**config.mk**
```make
export PLATFORM = sky130hd
export DESIGN_NAME = spi_controller
export DESIGN_NICKNAME = d
export VERILOG_FILES = /design/src/rtl/spi_controller.sv
export SDC_FILE = /design/constraint.sdc
export NUM_CORES = 1
export LEC_CHECK = 0
export BUFFER_PORTS_ARGS = -buffer_cell sky130_fd_sc_hd__buf_2
export CAP_MARGIN = 20
export CELL_PAD_IN_SITES_DETAIL_PLACEMENT = 1
export CELL_PAD_IN_SITES_GLOBAL_PLACEMENT = 1
export CORE_MARGIN = 2
export CORE_UTILIZATION = 43
export DETAILED_ROUTE_END_ITERATION = 10
export PLACE_DENSITY = 0.74
export SLEW_MARGIN = 10
export SYNTH_ARGS = -nofsm -noshare
export SYNTH_HDL_FRONTEND = slang
export SYNTH_SLANG_ARGS = --single-unit
```
**constraint.sdc**
```tcl
create_clock -name clk -period 2.3 [get_ports clk]
set_clock_uncertainty 0.05 [all_clocks]
set_input_delay 0.23 -clock clk [delete_from_list [all_inputs] [get_ports clk]]
set_output_delay 0.23 -clock clk [all_outputs]
set_load 0.01 [all_outputs]
```
**src/rtl/spi_controller.sv**
```systemverilog
// SPI initiator: turns one register read/write command into one SPI frame.
// Supports all CPOL/CPHA modes; SCLK half-period is CLK_DIV clk cycles.
module spi_controller #(
  parameter int ADDR_WIDTH = 4,
  parameter int REG_WIDTH  = 8,
  parameter int CLK_DIV    = 8
) (
  input  logic                  clk,
  input  logic                  rstb,
  input  logic                  ena,
  input  logic [1:0]            mode,
  input  logic                  cmd_valid,
  output logic                  cmd_ready,
  input  logic                  cmd_write,
  input  logic [ADDR_WIDTH-1:0] cmd_addr,
  input  logic [REG_WIDTH-1:0]  cmd_wdata,
  output logic                  rsp_valid,
  output logic [REG_WIDTH-1:0]  rsp_rdata,
  output logic                  busy,
  output logic                  spi_cs_n,
  output logic                  spi_clk,
  output logic                  spi_mosi,
  input  logic                  spi_miso
);

  localparam int F  = 8 + REG_WIDTH;
  localparam int DW = (CLK_DIV > 1) ? $clog2(CLK_DIV) : 1;
  localparam int KW = $clog2(2 * F);

  typedef enum logic [2:0] {
    IDLE, LEAD, XFER, LAG, GAP
  } state_t;

  state_t               state_q;
  logic [DW-1:0]        div_q;
  logic [KW-1:0]        k_q;
  logic [1:0]           mode_q;
  logic [F-1:0]         tx_q;
  logic [REG_WIDTH-1:0] rx_q;
  logic [1:0]           sync_q;
  logic                 cs_n_q;
  logic                 sclk_q;
  logic                 mosi_q;
  logic                 ready_q;
  logic                 rsp_valid_q;
  logic [REG_WIDTH-1:0] rdata_q;

  logic                 tick_d;
  logic                 lead_d;
  logic                 last_d;
  logic                 drive_d;
  logic                 sample_d;
  logic [REG_WIDTH-1:0] wd_d;
  logic [F-1:0]         frame_d;

  // Edge timing and per-mode drive/sample selection for the current SCLK edge
  always_comb begin
    tick_d   = (div_q == DW'(CLK_DIV - 1));
    lead_d   = ~k_q[0];
    last_d   = (k_q == KW'(2 * F - 1));
    drive_d  = mode_q[0] ? lead_d : (~lead_d & ~last_d);
    sample_d = mode_q[0] ? ~lead_d : lead_d;
    wd_d     = cmd_write ? cmd_wdata : '0;
    frame_d  = {cmd_write, 3'b000, 4'(cmd_addr), wd_d};
  end

  // Frame sequencer with all SPI pins and handshake outputs registered
  always_ff @(posedge clk) begin
    if (!rstb) begin
      state_q     <= IDLE;
      div_q       <= '0;
      k_q         <= '0;
      mode_q      <= 2'b00;
      tx_q        <= '0;
      rx_q        <= '0;
      sync_q      <= 2'b00;
      cs_n_q      <= 1'b1;
      sclk_q      <= 1'b0;
      mosi_q      <= 1'b0;
      ready_q     <= 1'b1;
      rsp_valid_q <= 1'b0;
      rdata_q     <= '0;
    end else if (ena) begin
      sync_q      <= {sync_q[0], spi_miso};
      rsp_valid_q <= 1'b0;
      unique case (state_q)
        IDLE: begin
          if (cmd_valid) begin
            state_q <= LEAD;
            mode_q  <= mode;
            cs_n_q  <= 1'b0;
            sclk_q  <= mode[1];
            ready_q <= 1'b0;
            div_q   <= '0;
            k_q     <= '0;
            if (!mode[0]) begin
              mosi_q <= frame_d[F-1];
              tx_q   <= {frame_d[F-2:0], 1'b0};
            end else begin
              tx_q   <= frame_d;
            end
          end
        end
        LEAD, XFER: begin
          if (tick_d) begin
            div_q   <= '0;
            k_q     <= k_q + 1'b1;
            sclk_q  <= ~sclk_q;
            state_q <= last_d ? LAG : XFER;
            if (drive_d) begin
              mosi_q <= tx_q[F-1];
              tx_q   <= {tx_q[F-2:0], 1'b0};
            end
            if (sample_d) begin
              rx_q <= {rx_q[REG_WIDTH-2:0], sync_q[1]};
            end
          end else begin
            div_q <= div_q + 1'b1;
          end
        end
        LAG: begin
          if (tick_d) begin
            div_q       <= '0;
            state_q     <= GAP;
            cs_n_q      <= 1'b1;
            mosi_q      <= 1'b0;
            rsp_valid_q <= 1'b1;
            rdata_q     <= rx_q;
          end else begin
            div_q <= div_q + 1'b1;
          end
        end
        GAP: begin
          if (tick_d) begin
            div_q   <= '0;
            state_q <= IDLE;
            ready_q <= 1'b1;
          end else begin
            div_q <= div_q + 1'b1;
          end
        end
        default: state_q <= IDLE;
      endcase
    end
  end

  assign cmd_ready = ready_q;
  assign busy      = ~ready_q;
  assign rsp_valid = rsp_valid_q;
  assign rsp_rdata = rdata_q;
  assign spi_cs_n  = cs_n_q;
  assign spi_clk   = sclk_q;
  assign spi_mosi  = mosi_q;

endmodule

```
Word level (Yosys, flattened, before mapping)
Index checks and enable logic that the tools add are counted.
- input port bits: 20
- output and inout port bits: 14
- register bits: 51
- $add $sub $neg: 2
- equality and inequality tests: 12
- muxes and demuxes: 35
- bitwise operators: 5
- reduce and logical (&&, ||, !) cells: 18
- operators with widths (kind ; number):
    $mux 16 ; 4
    $pmux 16 s2 ; 1
    $mux 3 ; 6
    $reduce_and 4->1 ; 4
    $mux 1 ; 14
    $ne 2x2->1 const B ; 6
    $pmux 3 s4 ; 1
    $mux 5 ; 2
    $pmux 5 s2 ; 1
    $reduce_and 5->1 ; 2
    $reduce_and 3->1 ; 3
    $mux 8 ; 1
    $reduce_bool 2->1 ; 4
    $reduce_and 7->1 ; 1
    $eq 3x2->1 const B ; 2
    $eq 3x3->1 const B ; 2
    $pmux 1 s2 ; 3
    $pmux 3 s2 ; 1
    $add 5x1->5 const B ; 1
    $eq 5x5->1 const B ; 1
    $not 1->1 ; 4
    $reduce_or 4->1 ; 1
    $add 3x1->3 const B ; 1
    $eq 3x1->1 const B ; 1
    other kinds (5) ; 5

Logic depth before layout (Yosys ltp)
- word-level depth: 7
- depth in mapped cells: 9
- gate-level depth less buffers: 8

Least setup slack after synthesis
OpenSTA, ideal clock, no wires.
- path type: register -> register
- start: register div_q[0]
- end: register tx_q[7]
- buffers on the path: 2
- arrival: 1975 ps
- path slack: 159 ps
- clock period less this slack: 2141 ps
- cell stages (with the launch flop): 10
- setup time: 116 ps
- cell sequence: dfxtp_1 ha_1 ha_1 clkbuf_1 mux2i_1 o21a_1 nor3_2 clkbuf_1 nand3_1 o211a_1
- word-level cells in the longest chain between the ends: 3
- RTL lines (element ; RTL line ; source):
    from (decl) ; 35 ; logic [DW-1:0] div_q;
    from (signal assigned) ; 118 ; div_q <= div_q + 1'b1;
    from (signal assigned) ; 130 ; div_q <= div_q + 1'b1;
    from (signal assigned) ; 139 ; div_q <= div_q + 1'b1;
    $eq 3x3->1 ; 58 ; tick_d = (div_q == DW'(CLK_DIV - 1));
    $ne 2x2->1 (no line) ; - ;
    $reduce_and 5->1 (no line) ; - ;
    to (signal assigned) ; 98 ; tx_q <= {frame_d[F-2:0], 1'b0};
    to (signal assigned) ; 100 ; tx_q <= frame_d;
    to (signal assigned) ; 112 ; tx_q <= {tx_q[F-2:0], 1'b0};
    to (decl) ; 38 ; logic [F-1:0] tx_q;
Every way passes these cells.
A chain may end at the register's enable or synchronous reset.

Final worst setup path
- start: register div_q[0]
- end: register tx_q[10]
The elaborated chain is that of the path after synthesis.

==> flow_summary_export.csv <==
group,metric,value,unit
routing,finalWirelength,5540,µm
sta,timing.final.crit_share,0.901,
global_route,grt_pass1_vias,2048,
cells_and_area,fin_util,0.512,
sta,drv_slew,0,
floorplan,core,5570,µm²
critical_path,r2r-start,"div_q[0]",
cells_and_area,antennaDiodeCount,0,
critical_path,cp-end-kind,"register",
floorplan,start_util,0.449,
cells_and_area,area_delta_synth_final,14.1,%
sta,grt_setup_unrepaired,"false",
sta,layout_min_cycle_time,2070,ps
synthesis,ys_seq_elements,51,
outcome,status,"finished, final reports clean",
floorplan,io_pins,34,
routing,viasPerCell,5.31,
sta,tightest_slew,765,ps
floorplan,dieHeight,80.3,µm
synthesis,synth_warnings,0,
cts,cts_hold_buf,0,
cells_and_area,stdcell_count,378,
critical_path,arrival,2200,ps
power_and_ir_drop,p_leak,1.26,nW
synthesis,syn-num-nets,301,
cts,cts_setup_buffers,0,
place,portBuffers,33,
routing,detail-route-antenna-nets,0,
routing,vias,2006,
cts,root_buffer,"clkbuf_8",
critical_path,crit_type,"register to register",
cts,clock_sinks,51,
routing,firstDrtPassIters,4,
power_and_ir_drop,peakVddDrop,0.295,mV
global_route,grt_first_pass_wirelength,9650,µm
place,globalplace.congestion,0.800,
floorplan,die_w,80.3,µm
global_route,grt_overflow,0,
synthesis,syn_area,2500,µm²
sta,max_freq,483,MHz
sta,setup_tns,0,ps
synthesis,synth-edff-count,0,
hold_path,hp-start,"spi_miso",
synthesis,syn_area_per_cell,9.04,µm²
routing,drtIter0Drc,82,
synthesis,ys_types,36,
sta,slew_headroom,0.490,
cts,cts_max_level,2,
floorplan,die_area,6450,µm²
synthesis,async_reset_ff_frac,0,
cts,path_clk_slew,100,ps
synthesis,ys_seq_area_frac,0.408,
global_route,grt.total_usage,0.186,
critical_path,critPathLaunchType,"register",
cts,insertion_delay,300,ps
routing,routedWlPerCell,14.7,µm
cts,post_cts_resized,0,
hold_path,holdPathEnd,"sync_q[0]",
synthesis,syn_inst,277,
sta,setup_viol,0,
critical_path,critPathMaxFanout,9,
floorplan,core.rowCount,27,
critical_path,r2r-end,"tx_q[10]",
routing,drc,0,
place,dp_hpwl,3820,µm
critical_path,r2r_cells,7,
critical_path,crit_required,2430,ps
cts,cts_tree,"yes",
hold_path,hold_depth,3,
cells_and_area,finalNetCount,329,
cts,clockBufferDepth,2,
cells_and_area,layout-drive-gt1-share,0.193,
place,dp_cells,370,
sta,hold_violations,0,
global_route,antenna_found_initial,0,
hold_path,hp-class,"input pin to register",
power_and_ir_drop,power_density,588,nW/µm²
job,cap_violations,0,
cts,cts_buffers,5,
synthesis,synth_top_flop_cell,"dfxtp_1",
critical_path,rrSetupSlack,230,ps
global_route,grt_max_degree,51,
[flip-flops by register name, summed over array words and instances, names as in the netlist]
| signal | cells |
|---|---|
| spi_cs_n | 1 |
| sync_q | 2 |
| rsp_valid | 1 |
| div_q | 3 |
| spi_clk | 1 |
| tx_q | 16 |
| state_q | 3 |
| rx_q | 8 |
| cmd_ready | 1 |
| k_q | 5 |
| mode_q | 1 |
| spi_mosi | 1 |
| rsp_rdata | 8 |
[synthesized netlist by cell type, types with 4 or more instances]
| cell | number | share of area |
|---|---|---|
| o211ai_1 | 7 | 0.021 |
| a22oi_1 | 4 | 0.012 |
| nor2_1 | 9 | 0.013 |
| o211a_1 | 11 | 0.044 |
| nor2b_1 | 27 | 0.067 |
| a21boi_0 | 9 | 0.027 |
| dfxtp_1 | 51 | 0.41 |
| clkbuf_1 | 17 | 0.025 |
| mux2i_1 | 26 | 0.10 |
| nand3_1 | 28 | 0.056 |
| nand2_1 | 31 | 0.046 |
| mux2_2 | 7 | 0.031 |
| a21boi_1 | 4 | 0.012 |
| ha_1 | 4 | 0.020 |
| o21ai_0 | 4 | 0.0080 |
[where the power goes]
group / switching (W) / internal [W]
clock network: 0.000309 / 0.000246
registers: 0.0000169 / 0.000908
logic: 0.000109 / 0.0000895
[kinds of logic after synthesis]
| family | Yosys count | synth area share |
|---|---|---|
| AO/OA/AOI/OAI | 46 | 0.145 |
| XOR/XNOR | 3 | 0.0105 |
| adder cells (fa/ha/maj) | 4 | 0.0200 |
| buffers and inverters | 24 | 0.0370 |
| flip-flops | 51 | 0.408 |
| multiplexers | 33 | 0.135 |
| AND/OR/NAND/NOR | 116 | 0.244 |
[cell usage in the layout (no fill, tap or decap), drive strengths merged, types with 2 or more instances in the layout]
cell    netlist  layout
a211oi        2       2
a21boi       13      13
a22oi         4       4
and3          3       3
buf           4      42
clkbuf       17       6
dfxtp        51      51
ha            4       4
inv           3       3
mux2          7       7
mux2i        26      26
nand2        31      31
nand2b        3       3
nand3        28      28
nand3b        3       3
nor2          9       9
nor2b        27      27
nor3          4       4
o211a        11      11
o211ai        7       7
o21ai         4       4
or3           3       3
xnor2         3       3
[how the worst max path moves through the flow]
stage               slack (ps)          to  startpoint
floorplan                  160     tx_q[7]    div_q[0]
global placement           310  state_q[2]    div_q[0]
detailed placement         250    tx_q[11]    div_q[0]
CTS                        230    tx_q[10]    div_q[0]
global route                40     tx_q[8]    div_q[0]
finish                     230    tx_q[10]    div_q[0]
[worst max-delay path, cell delays in order (launching register included)]
cell	delay, ps
dfxtp_1	370
ha_1	160
ha_1	300
mux2i_1	120
o21a_1	260
or3_1	510
nand2_1	110
a21boi_0	80
[per-layer routing]
| layer | part of all wire | global-route usage | routed length, µm |
|---|---|---|---|
| met1 | 0.50 | 0.256 | 2780 |
| met2 | 0.47 | 0.313 | 2630 |
| met3 | 0.022 | 0.0270 | 120 |
| met4 | 0.0025 | 0.0356 | 14 |
| met5 | 0 | 0 | 0 |
[through the flow]
step           worst slack (ps)  power [W]  hold WS, ps  cell area, µm²
2_1_floorplan               159    0.00108          349            2500
3_3_place_gp                309    0.00114          391            2760
3_5_place_dp                253    0.00115          402            2760
4_1_cts                     225    0.00170          134            2860
5_1_grt                    44.9    0.00176          174            2860
6_report                    229    0.00168          142            2860
[area by class of cell]
type	instances	area (µm²)
Clock buffer	6	82.6
Clock inverter	2	16.3
Fill cell	677	2720
Inverter	3	11.3
Multi-Input combinational cell	202	1390
Sequential cell	51	1020
Tap cell	72	90.1
Timing Repair Buffer	42	245
Note: power is estimated with default switching activity, not from simulation.
